[config.mk]
export PLATFORM = sky130hd
export DESIGN_NAME = kim_if_stage
export DESIGN_NICKNAME = d
export VERILOG_FILES = /design/src/rtl/kim_if_stage.sv
export SDC_FILE = /design/constraint.sdc
export NUM_CORES = 1
export LEC_CHECK = 0
export ABC_AREA = 1
export CORE_MARGIN = 4
export CORE_UTILIZATION = 45
export CTS_CLUSTER_DIAMETER = 40
export DETAILED_ROUTE_END_ITERATION = 12
export PLACE_DENSITY = 0.79
export REMOVE_ABC_BUFFERS = 1
export SLEW_MARGIN = 20
export SYNTH_ARGS = -nofsm -noshare
export SYNTH_HDL_FRONTEND = slang
export SYNTH_SLANG_ARGS = --single-unit
[constraint.sdc]
create_clock -name clk -period 2.1 [get_ports clk]
set_input_delay 0.21 -clock clk [delete_from_list [all_inputs] [get_ports clk]]
set_output_delay 0.21 -clock clk [all_outputs]
set_load 0.01 [all_outputs]
[src/rtl/kim_if_stage.sv]
// Instruction-fetch stage: PC register, IF/ID pipeline register and taken-branch counter.
// A one-cycle BOOT state after reset precedes normal RUN fetching.
module kim_if_stage #(
  parameter int unsigned           ADDR_WIDTH = 32,
  parameter logic [ADDR_WIDTH-1:0] RESET_PC   = ADDR_WIDTH'(32'h0000_0000)
) (
  input  logic                  clk,
  input  logic                  rst_n,
  input  logic                  stall,
  input  logic                  is_same,
  input  logic [ADDR_WIDTH-1:0] branch_target,
  input  logic [ADDR_WIDTH-1:0] imem_inst,
  output logic [ADDR_WIDTH-1:0] imem_addr,
  output logic [ADDR_WIDTH-1:0] if_id_inst,
  output logic [ADDR_WIDTH-1:0] if_id_pc4,
  output logic                  if_id_valid,
  output logic [15:0]           br_taken_cnt
);

  localparam int unsigned           CNT_W   = 16;
  localparam logic [ADDR_WIDTH-1:0] PC_STEP = ADDR_WIDTH'(4);
  localparam logic [CNT_W-1:0]      CNT_MAX = '1;
  localparam logic [CNT_W-1:0]      CNT_ONE = CNT_W'(1);

  typedef enum logic {
    BOOT = 1'b0,
    RUN  = 1'b1
  } state_t;

  state_t                  state;
  logic [ADDR_WIDTH-1:0]   pc;
  logic [ADDR_WIDTH-1:0]   pc_plus4;
  logic [ADDR_WIDTH-1:0]   target_aligned;
  logic                    unused_target_lsbs;

  // Sequential increment wraps naturally at the top of the address space.
  assign pc_plus4       = pc + PC_STEP;
  assign target_aligned = {branch_target[ADDR_WIDTH-1:2], 2'b00};
  assign unused_target_lsbs = ^branch_target[1:0];

  assign imem_addr = pc;

  // Stall outranks a taken branch; a taken branch squashes the delay-slot fetch.
  always_ff @(posedge clk or negedge rst_n) begin
    if (!rst_n) begin
      state        <= BOOT;
      pc           <= RESET_PC;
      if_id_inst   <= '0;
      if_id_pc4    <= '0;
      if_id_valid  <= 1'b0;
      br_taken_cnt <= '0;
    end else begin
      case (state)
        BOOT: begin
          state       <= RUN;
          pc          <= RESET_PC;
          if_id_inst  <= '0;
          if_id_pc4   <= '0;
          if_id_valid <= 1'b0;
        end
        RUN: begin
          if (stall) begin
            state <= RUN;
          end else if (is_same) begin
            pc          <= target_aligned;
            if_id_inst  <= '0;
            if_id_pc4   <= '0;
            if_id_valid <= 1'b0;
            if (br_taken_cnt != CNT_MAX) begin
              br_taken_cnt <= br_taken_cnt + CNT_ONE;
            end
          end else begin
            pc          <= pc_plus4;
            if_id_inst  <= imem_inst;
            if_id_pc4   <= pc_plus4;
            if_id_valid <= 1'b1;
          end
        end
        default: state <= BOOT;
      endcase
    end
  end

endmodule

# Word level (Yosys, flattened, before mapping)
# Cells that the tools add are included.
# Widths: inputs -> output; s select.
[classes] n_addsub=2 eq_ne=2 muxes=12 bitwise=2 n_reduce_logical=1
[op_table] cell="$mux 32" count=6
[op_table] cell="$pmux 32 s2" count=3
[op_table] cell="$add 32x3->32 const B" count=1
[op_table] cell="$add 16x1->16 const B" count=1
[op_table] cell="$ne 16x16->1 const B" count=1
[op_table] cell="$reduce_and 4->1" count=1
[op_table] cell="$mux 1" count=2
[op_table] cell="$ne 2x2->1 const B" count=1
[op_table] cell="$not 1->1" count=2
[op_table] cell="$pmux 1 s2" count=1
[word_totals] ff_bits=114 inputBits=68 out_inout_bits=113 word_cells=25

# Depth between registers and ports, before layout
[logic_depth] depth_word=4 mapped_depth=9 ltp_nobuf=9

# Worst setup path after synthesis
# Ideal clock, no wire load.
[synth_path] kind="flip-flop to flip-flop" startpoint="register br_taken_cnt[0]" endpoint="register br_taken_cnt[11]" arrival_ns=1.432 required_ns=1.984 path_slack_ns=0.551 stages_incl_launch_ff=10 n_path_buf=1 period_less_slack_ns=1.549 cell_sequence="dfrtp_1 -> ha_1 -> nand2_2 -> nor2_4 -> nand4_4 -> nand2_4 -> inv_2 -> buf_6 -> nand2_1 -> nand2_1"
[synth_between] elab_chain_len=2 elab_cells_between_ends=3 classes_between="add/sub: 1; eq/ne: 1; reduce/logical: 1"
[synth_lines] item="start, declared" line="17" text="output logic [15:0] br_taken_cnt"
[synth_lines] item="start signal, assigned" line="70" text="br_taken_cnt <= br_taken_cnt + CNT_ONE;"
[synth_lines] item="branches (longest 2 deep; another with $add 16x1->16)"
# Several ways; the timed one is not identified.
# A chain may end at the register's enable or synchronous reset.

# Worst setup path in the final report
# Same ends and word-level chain as after synthesis.

==> impl_metrics.json <==
{
  "status": "finished, final reports clean",
  "wl_mm": 15.3,
  "cp_slowest_cell": "dfrtp_1",
  "hpwl_mm": 11.5,
  "yosys-top-cells-area": "dfrtp_1 (51%), nand2_1 (18%), a22o_1 (5.5%)",
  "fmax_mhz": 570,
  "start_kind": "flip-flop",
  "cp_data_arrival_time_ns": 2.00,
  "worst_skew_pair.late_latency_ns": 0.34,
  "setup_viol": 0,
  "yosys.area.top_type": "dfrtp_1",
  "cts.htree.levels": 3,
  "cts_root_buf": "clkbuf_16",
  "drt_iter0_markers": 538,
  "io_pins": 181,
  "grt_max_degree": 50,
  "detail-route-antenna-nets": 0,
  "finalCriticalPeriod_ns": 1.75,
  "finalWorstSetupSlack_ns": 0.346,
  "ys_ff_latch": 111,
  "dp.cells": 986,
  "cts_tree": "yes",
  "slew_viol_final": 0,
  "crit_required_ns": 2.34,
  "pre_cts_ws_ns": 0.324,
  "clockBufferDepth": 2,
  "globalplace.congestion": 0.874,
  "crit_chain": "ha_1, nand2_2, nor2_4, nand4_4, nand2_4, inv_2, nand2_1, nand2_1",
  "first_pass_iters": 5,
  "fp.dieW_um": 118,
  "timing.final.hold_violations": 0,
  "core_mm2": 0.0116,
  "slowest_delay_ns": 0.48,
  "die_height_um": 118,
  "wl_per_cell_um": 15.3,
  "leakage_nw": 3.57,
  "antenna_cells": 0,
  "worstSetupPathType": "reg2reg",
  "finClkSkew_ns": 0.00625,
  "vdd_ir_drop_max_mv": 0.361,
  "p_per_area_mw_per_mm2": 646,
  "cp_top_family": "simple AND/OR/NAND/NOR gates",
  "path_buf_inv": 1,
  "antenna_found_initial": 0,
  "cp-end-kind": "flip-flop",
  "ys_types": 30,
  "num_rows": 39,
  "clk_pin_slew_ns": 0.08,
  "layout.nets": 925,
  "synthCells": 677,
  "io_buffers": 176,
  "syn-cell-area_mm2": 0.00541,
  "mostFrequentLayoutCell": "nand2_1",
  "crit_top_cell": "nand2_1",
  "drv_cap": 0,
  "grt_overflow": 0,
  "areaGrowthSynthToFinish_pct": 41.9,
  "grt_pass1_vias": 5176,
  "hold_path.class": "in2async",
  "avgSynthCellArea_um2": 7.99,
  "cts_num_sinks": 111,
  "drc": 0,
  "cp_max_fo": 17,
  "dieArea_mm2": 0.0138,
  "grt_pass1_wl_mm": 25.6,
  "synth_top_area_share": 0.513,
  "finalNonFillerCells": 1003,
  "vias": 5163,
  "yosysWarnings": 0,
  "grt.total_usage": 0.222,
  "cts_buffers": 9,
  "drive_gt1_frac": 0.0512,
  "yosysSeqAreaShare": 0.513,
  "avgViaCountPerCell": 5.15,
  "initial_utilization": 0.466,
  "rsz0062_at_grt": "no",
  "final_cell_mix": "nand2_1 (262), clkdlybuf4s50_1 (175), dfrtp_1 (111), inv_1 (62), nor2_1 (54)",
  "fin_util": 0.661,
  "finalCritPeriodShare": 0.835
}
-- registers in the layout, summed over array words and instances (netlist names) --
register and count:
if_id_pc4 31, imem_addr 30, state 1, if_id_inst 32, if_id_valid 1, br_taken_cnt 16
-- cells in the mapped netlist --
master	number
nand2_1	262
o211ai_1	6
nand4_1	6
nor2_1	54
nor3_2	1
nand3_2	1
conb_1	2
o21ai_0	27
buf_4	5
o21bai_1	4
ha_1	2
and2_1	1
nand2_4	1
nand2_2	1
nand3_1	53
dfrtp_1	111
inv_2	2
nand4_4	1
nor2_2	4
inv_1	63
buf_6	2
buf_1	2
xor2_1	1
a22o_1	34
a21oi_1	4
clkbuf_1	7
nand3b_1	2
xnor2_1	8
buf_2	8
nor2_4	2
-- what timing repair did --
action	in CTS	in global routing
endpoints found under the hold margin	34	0
hold buffers	1	0
setup endpoints to repair	0	0
setup buffers	0	0
resized for setup	0	0
-- worst reg2reg max path, stage by stage (launching register included) --
cell and delay, ns:
dfrtp_1 0.48, ha_1 0.27, nand2_2 0.09, nor2_4 0.20, nand4_4 0.13, nand2_4 0.20
inv_2 0.14, nand2_1 0.09, nand2_1 0.05
-- area by class of cell --
class,instances,area [um^2]
multi-input combinational,478,2270
inverter,65,244
timing repair buffer,190,1900
sequential,111,2780
fill,980,3940
clock buffer,9,225
tap,143,179
clock inverter,7,82.6
-- through the flow --
stage          power [W]  instance area [um^2]  hold WS (ns)  setup TNS [ns]
6_report         0.00496                  7680         0.366               0
3_3_place_gp     0.00322                  7360         0.199               0
5_1_grt          0.00519                  7680         0.414               0
2_1_floorplan    0.00271                  5280       -0.0856          -36.00
3_5_place_dp     0.00324                  7360         0.207               0
4_1_cts          0.00501                  7680         0.376               0
-- power by group --
group	switching, W	internal, W
Combinational	0.000362	0.000434
Sequential	0.000153	0.00225
Clock	0.000818	0.000941
-- routing by layer --
layer | track usage | wire, um
met4 | 0.0689 | 324
met1 | 0.301 | 6970
met3 | 0.0620 | 1100
met2 | 0.348 | 6940
met5 | 0 | 0
-- logic make-up (layout without fill, tap and decap cells) --
| logic type | Yosys count | count (layout) | share of synthesized area |
|---|---|---|---|
| xor+xnor | 9 | 9 | 0.0146 |
| fa+ha+maj | 2 | 2 | 0.00462 |
| simple gates | 389 | 389 | 0.299 |
| buf+inv | 89 | 271 | 0.0698 |
| flops | 111 | 111 | 0.513 |
| other cells | 2 | 3 | 0.00139 |
| compound gates | 75 | 75 | 0.0976 |
-- worst paths after layout --
path                                   from          endpoint  slack (ns)  depth (start not counted)
setup / recovery            br_taken_cnt[0]  br_taken_cnt[11]        0.35                          8
min in group clk           branch_target[3]      imem_addr[3]        0.42                          3
max in group asynchronous             rst_n     if_id_pc4[12]        0.98                          3
hold reg to reg               if_id_pc4[20]     if_id_pc4[20]        0.48                          2
setup reg to reg            br_taken_cnt[0]  br_taken_cnt[11]        0.35                          8
hold / removal                        rst_n   br_taken_cnt[6]        0.37                          2
Power figures use the tool's default switching activity.
